==> src/rtl/gpio_pkg.sv <==
// rtl/gpio_pkg.sv - register map and bus constants shared by the GPIO pad controller
package gpio_pkg;

  localparam int BUS_AW = 3;
  localparam int BUS_DW = 32;

  localparam logic [BUS_AW-1:0] REG_OUT  = 3'd0;
  localparam logic [BUS_AW-1:0] REG_OE   = 3'd1;
  localparam logic [BUS_AW-1:0] REG_PU   = 3'd2;
  localparam logic [BUS_AW-1:0] REG_PD   = 3'd3;
  localparam logic [BUS_AW-1:0] REG_IN   = 3'd4;
  localparam logic [BUS_AW-1:0] REG_IE   = 3'd5;
  localparam logic [BUS_AW-1:0] REG_IS   = 3'd6;
  localparam logic [BUS_AW-1:0] REG_RISE = 3'd7;

endpackage

==> src/rtl/gpio_sync_edge.sv <==
// rtl/gpio_sync_edge.sv - pad input synchronizer with per-pin rising/falling edge detect
module gpio_sync_edge #(
  parameter int N_PINS = 16
) (
  input  logic              clk,
  input  logic              resetn,
  input  logic [N_PINS-1:0] pad_y,
  input  logic [N_PINS-1:0] rise,
  output logic [N_PINS-1:0] in_sync,
  output logic [N_PINS-1:0] edge_evt
);

  logic [N_PINS-1:0] sync1;
  logic [N_PINS-1:0] sync2;
  logic [N_PINS-1:0] sync3;
  logic [1:0]        arm_cnt;
  logic              armed;
  logic [N_PINS-1:0] rise_hit;
  logic [N_PINS-1:0] fall_hit;

  always_ff @(posedge clk or negedge resetn) begin
    if (!resetn) begin
      sync1   <= '0;
      sync2   <= '0;
      sync3   <= '0;
      arm_cnt <= '0;
    end else begin
      sync1 <= pad_y;
      sync2 <= sync1;
      sync3 <= sync2;
      if (arm_cnt != 2'd3) begin
        arm_cnt <= arm_cnt + 2'd1;
      end
    end
  end

  // Comparisons stay masked until all three stages hold real pad samples.
  assign armed    = (arm_cnt == 2'd3);
  assign rise_hit = sync2 & ~sync3;
  assign fall_hit = ~sync2 & sync3;
  assign in_sync  = sync2;
  assign edge_evt = armed ? ((rise & rise_hit) | (~rise & fall_hit)) : '0;

endmodule

==> src/rtl/gpio_pad_ctrl.sv <==
// rtl/gpio_pad_ctrl.sv - register block driving bidirectional pull-up/pull-down pads with edge interrupts
module gpio_pad_ctrl
  import gpio_pkg::*;
#(
  parameter int N_PINS = 16
) (
  input  logic              clk,
  input  logic              resetn,
  input  logic              bus_valid,
  input  logic              bus_we,
  input  logic [BUS_AW-1:0] bus_addr,
  input  logic [BUS_DW-1:0] bus_wdata,
  output logic [BUS_DW-1:0] bus_rdata,
  output logic              bus_ready,
  output logic [N_PINS-1:0] pad_a,
  output logic [N_PINS-1:0] pad_en,
  output logic [N_PINS-1:0] pad_puen,
  output logic [N_PINS-1:0] pad_pden,
  input  logic [N_PINS-1:0] pad_y,
  output logic              irq
);

  logic [N_PINS-1:0] out_q;
  logic [N_PINS-1:0] oe_q;
  logic [N_PINS-1:0] pu_q;
  logic [N_PINS-1:0] pd_q;
  logic [N_PINS-1:0] ie_q;
  logic [N_PINS-1:0] is_q;
  logic [N_PINS-1:0] rise_q;
  logic [N_PINS-1:0] in_sync;
  logic [N_PINS-1:0] edge_evt;
  logic [N_PINS-1:0] wval;
  logic [N_PINS-1:0] is_clr;
  logic [N_PINS-1:0] rd_val;
  logic [BUS_DW-1:0] rd_ext;
  logic              accept;
  logic              wr_en;
  logic              wdata_unused;

  gpio_sync_edge #(
    .N_PINS (N_PINS)
  ) u_sync_edge (
    .clk      (clk),
    .resetn   (resetn),
    .pad_y    (pad_y),
    .rise     (rise_q),
    .in_sync  (in_sync),
    .edge_evt (edge_evt)
  );

  // A request seen while bus_ready is high is the tail of the one just served.
  assign accept       = bus_valid & ~bus_ready;
  assign wr_en        = accept & bus_we;
  assign wval         = bus_wdata[N_PINS-1:0];
  assign wdata_unused = ^bus_wdata;
  assign is_clr       = (wr_en && (bus_addr == REG_IS)) ? wval : '0;

  always_comb begin
    rd_val = '0;
    case (bus_addr)
      REG_OUT:  rd_val = out_q;
      REG_OE:   rd_val = oe_q;
      REG_PU:   rd_val = pu_q;
      REG_PD:   rd_val = pd_q;
      REG_IN:   rd_val = in_sync;
      REG_IE:   rd_val = ie_q;
      REG_IS:   rd_val = is_q;
      REG_RISE: rd_val = rise_q;
      default:  rd_val = '0;
    endcase
    rd_ext = '0;
    rd_ext[N_PINS-1:0] = rd_val;
  end

  always_ff @(posedge clk or negedge resetn) begin
    if (!resetn) begin
      bus_ready <= 1'b0;
      bus_rdata <= '0;
    end else begin
      bus_ready <= accept;
      if (accept) begin
        bus_rdata <= bus_we ? '0 : rd_ext;
      end
    end
  end

  always_ff @(posedge clk or negedge resetn) begin
    if (!resetn) begin
      out_q  <= '0;
      oe_q   <= '0;
      pu_q   <= '0;
      pd_q   <= '0;
      ie_q   <= '0;
      rise_q <= '0;
    end else if (wr_en) begin
      case (bus_addr)
        REG_OUT:  out_q  <= wval;
        REG_OE:   oe_q   <= wval;
        REG_PU:   pu_q   <= wval;
        REG_PD:   pd_q   <= wval;
        REG_IE:   ie_q   <= wval;
        REG_RISE: rise_q <= wval;
        default:  ;
      endcase
    end
  end

  // A fresh edge overrides a simultaneous write-1-to-clear.
  always_ff @(posedge clk or negedge resetn) begin
    if (!resetn) begin
      is_q <= '0;
      irq  <= 1'b0;
    end else begin
      is_q <= (is_q & ~is_clr) | edge_evt;
      irq  <= |(is_q & ie_q);
    end
  end

  assign pad_a    = out_q;
  assign pad_en   = ~oe_q;
  assign pad_puen = pu_q & ~pd_q & ~oe_q;
  assign pad_pden = pd_q & ~pu_q & ~oe_q;

endmodule

==> config.mk <==
export PLATFORM = sky130hd
export DESIGN_NAME = gpio_pad_ctrl
export DESIGN_NICKNAME = d
export VERILOG_FILES = /design/src/rtl/gpio_pkg.sv /design/src/rtl/gpio_sync_edge.sv /design/src/rtl/gpio_pad_ctrl.sv
export SDC_FILE = /design/constraint.sdc
export NUM_CORES = 1
export LEC_CHECK = 0
export ABC_AREA = 1
export ABC_CLOCK_PERIOD_IN_PS = 2500
export CAP_MARGIN = 20
export CORE_MARGIN = 2
export CORE_UTILIZATION = 40
export CTS_BUF_LIST = sky130_fd_sc_hd__clkbuf_16
export DETAILED_ROUTE_END_ITERATION = 8
export SLEW_MARGIN = 20
export SYNTH_ARGS = -nofsm -noshare
export SYNTH_HDL_FRONTEND = slang
export SYNTH_SLANG_ARGS = --single-unit
==> constraint.sdc <==
create_clock -name clk -period 2.5 [get_ports clk]
set_input_delay 0.75 -clock clk [delete_from_list [all_inputs] [get_ports clk]]
set_output_delay 0.75 -clock clk [all_outputs]
set_load 0.01 [all_outputs]
==> flow_metrics.py <==
metrics = {
    "run_status": {
        "run_status": "finished, final reports clean",
    },
    "pwr": {
        "power_dissipated_by_switching_net_loads_w": 0.00242,
        "power.internal_w": 0.00583,
        "ir_worst_vdd_mv": 0.504,
        "fraction_of_power_spent_switching_nets_pct": 29.3,
        "power.leakage_nw": 5.13,
        "pwr-share-seq_pct": 45.2,
        "power_per_cell_area_nw_per_um2": 786,
        "pwr-share-clk_pct": 33.3,
        "combinational_fraction_of_design_power_pct": 21.5,
    },
    "worst_setup_path": {
        "timing.critical_path.from": "oe_q[14]",
        "cp-endpoint": "pad_pden[14]",
        "path_max_fanout": 5,
        "r2r-start": "bus_ready",
        "rr_worst_depth": 7,
        "r2r_setup_slack_ns": 0.91,
        "worst_ep_required_time_ns": 1.75,
        "setup.worst_path.start_class": "flip-flop",
        "end_kind": "primary output",
        "reg2reg_to": "oe_q[13]",
        "crit_arrival_ns": 1.68,
        "criticalPathCategory": "flip-flop to primary output",
    },
    "die": {
        "die-area_um2": 22100,
        "floorplan.die.width_um": 149,
        "num_rows": 52,
        "ios": 153,
        "die_h_um": 149,
        "core_area_um2": 20400,
        "initial_utilization_pct": 41.1,
    },
    "place": {
        "io_buffers": 120,
        "gp_congestion": 0.842,
        "dp.final_hpwl_um": 16000,
        "placement.cell_area_um2": 9900,
        "number_of_placed_instances_taps_included": 1376,
    },
    "cells_and_area": {
        "fin_util_pct": 51.6,
        "final_cell_count_no_fill": 1406,
        "final_nets": 1181,
        "most_common_library_cell_in_the_layout_ignoring_fill_and_taps": "sky130_fd_sc_hd__nand2_1",
        "syn_to_final_growth_pct": 25.4,
        "mostFrequentLayoutCells": "sky130_fd_sc_hd__nand2_1, sky130_fd_sc_hd__dfrtp_1, sky130_fd_sc_hd__clkdlybuf4s50_1, sky130_fd_sc_hd__o21ai_0, sky130_fd_sc_hd__inv_1",
        "n_fill_cell": 1969,
        "postLayoutCellArea_um2": 10500,
        "drive_above_1_share_pct": 8.55,
    },
    "logic_synthesis": {
        "ys.flop_type": "sky130_fd_sc_hd__dfrtp_1",
        "count_of_flip_flops_with_a_built_in_enable_after_synthesis": 0,
        "ys_seq_elements": 180,
        "synthesis.instances": 1008,
        "ys_seq_area_share_pct": 53.8,
        "synth_warnings": 0,
        "proportion_of_register_bits_with_asynchronous_set_or_reset_after_synthesis_pct": 100,
        "avgSynthCellArea_um2": 8.31,
        "synth_area_um2": 8370,
        "count_of_unique_library_cells_instantiated_by_yosys": 28,
    },
    "sta": {
        "finalMaxSlewViolations": 0,
        "fmax_mhz": 412,
        "layout_min_cycle_time_ns": 2.43,
        "setup_repair_after_global_routing_missed_its_margin": "false",
        "report.final.setup_viol": 0,
        "post-route-period-util_pct": 97.0,
        "finalClockSkew_ns": 0.00685,
        "timing.setup.tns_ns": 0,
        "hold_viol": 0,
    },
    "cts": {
        "cts_tree": "yes",
        "clock_sink_count": 180,
        "cts-root-to-sink-buffers": 2,
        "clkSlewWorstSetupHoldPaths_ns": 0.07,
        "cts_htree_levels": 4,
        "cts_hold_repair.buffers": 0,
        "clk-insertion-delay-late_ns": 0.43,
        "clockRootBuffer": "sky130_fd_sc_hd__clkbuf_16",
        "clock_buffers_created_by_tritoncts": 17,
    },
    "drt": {
        "antenna_violating_nets_post_route": 0,
        "drt_pre_antenna_iters": 5,
        "vias_per_cell": 5.06,
        "drt_drc_violations_left": 0,
        "overall_routed_net_length_um": 22900,
        "dr.first_iter.drc_count": 594,
        "dr_total_vias": 7118,
        "avgRoutedWirePerCell_um": 16.3,
    },
    "global_routing": {
        "globalRouteTotalUtil_pct": 21.3,
        "gr-total-overflow": 0,
        "antenna_violations_before_repair": 1,
        "maximum_number_of_pins_on_one_net_before_global_route_repair": 63,
        "number_of_global_route_vias_before_repair": 6416,
        "grt_first_pass_wirelength_um": 36300,
    },
    "min_path": {
        "hold_path.class": "input port to asynchronous set/reset pin",
    },
    "run": {
        "maxCapViolCount": 0,
    },
}
==> per-stage QoR <==
step / hold WS (ns) / power (W) / setup WS, ns
after global placement: 0.332 / 0.00550 / 0.0858
after floorplan: 0.331 / 0.00461 / 0.767
after global routing: 0.209 / 0.00869 / 0.00415
after detailed placement: 0.335 / 0.00555 / 0.0677
after CTS: 0.199 / 0.00830 / 0.0156
final: 0.192 / 0.00825 / 0.0740
==> routing by layer <==
metal	share of wire (%)	track usage (%)	wire length (µm)
met1	48	32.3	11000
met2	44	32.0	10200
met3	6.3	2.79	1450
met4	1.4	6.00	327
met5	0	0	0
==> worst min-delay path by stage <==
stage                                    endpoint  depth (start not counted)
final                        u_sync_edge.sync1[0]                          1
after detailed placement  u_sync_edge.in_sync[13]                          0
after floorplan            u_sync_edge.in_sync[0]                          0
after CTS                    u_sync_edge.sync3[1]                          1
after global routing         u_sync_edge.sync3[1]                          1
after global placement     u_sync_edge.in_sync[8]                          0
==> repair_timing <==
action | in CTS | in global routing
hold endpoints to repair | 0 | 0
endpoints found under the setup margin | 0 | 2
resized for setup | 0 | 2
buffers inserted | 0 | 0
==> power by group through the flow <==
stage               combinational (W)  sequential (W)  clock [W]
floorplan                    0.000914         0.00370          0
global placement              0.00175         0.00375          0
detailed placement            0.00179         0.00377          0
CTS                           0.00179         0.00371    0.00279
global route                  0.00199         0.00379    0.00291
finish                        0.00177         0.00373    0.00275
==> sequential cells by signal, summed over array words and instances (netlist names) <==
register / flops
bus_ready: 1
bus_rdata: 16
u_sync_edge.in_sync: 16
ie_q: 16
irq: 1
pu_q: 16
pad_a: 16
pd_q: 16
rise_q: 16
oe_q: 16
is_q: 16
u_sync_edge.sync1: 16
u_sync_edge.arm_cnt: 2
u_sync_edge.sync3: 16
==> critical path, stage by stage, from the launching register on <==
cell and delay, ns:
sky130_fd_sc_hd__dfrtp_1 0.44, sky130_fd_sc_hd__nor3_1 0.23, sky130_fd_sc_hd__clkdlybuf4s50_1 0.57
==> area by class of cell <==
type | instances | area [µm²] | share of cell area (%)
Inverter | 105 | 394 | 3.75
Clock inverter | 12 | 166 | 1.58
Timing Repair Buffer | 156 | 1570 | 14.9
Antenna cell | 1 | 2.50 | 0.0238
Sequential cell | 180 | 4500 | 42.9
Clock buffer | 17 | 425 | 4.05
Multi-Input combinational cell | 665 | 3110 | 29.6
Tap cell | 270 | 338 | 3.22
==> cell usage after synthesis (2+ instances only) <==
cell type / number / area share [%]
sky130_fd_sc_hd__dfrtp_1: 180 / 54
sky130_fd_sc_hd__buf_2: 33 / 2.0
sky130_fd_sc_hd__nand3_1: 18 / 1.1
sky130_fd_sc_hd__nand4_2: 3 / 0.45
sky130_fd_sc_hd__o21ai_2: 16 / 1.7
sky130_fd_sc_hd__buf_4: 18 / 1.6
sky130_fd_sc_hd__nor2_1: 67 / 3.0
sky130_fd_sc_hd__clkbuf_1: 14 / 0.63
sky130_fd_sc_hd__o21ai_0: 111 / 6.6
sky130_fd_sc_hd__o21ai_1: 33 / 2.0
sky130_fd_sc_hd__nand3_2: 2 / 0.24
sky130_fd_sc_hd__buf_6: 6 / 0.81
sky130_fd_sc_hd__or2_1: 2 / 0.15
sky130_fd_sc_hd__inv_1: 100 / 4.5
sky130_fd_sc_hd__inv_2: 5 / 0.22
sky130_fd_sc_hd__nand2_1: 290 / 13
sky130_fd_sc_hd__nand4_1: 84 / 6.3
sky130_fd_sc_hd__nor3_1: 16 / 0.96
==> logic make-up after synthesis <==
family / synth area share [%]
simple gates: 25.7
fa+ha+maj: 0.149
xor+xnor: 0.105
other cells: 0.0448
compound gates: 10.3
mux: 0.134
flops: 53.8
buf+inv: 9.83
Power figures use the tool's default switching activity.
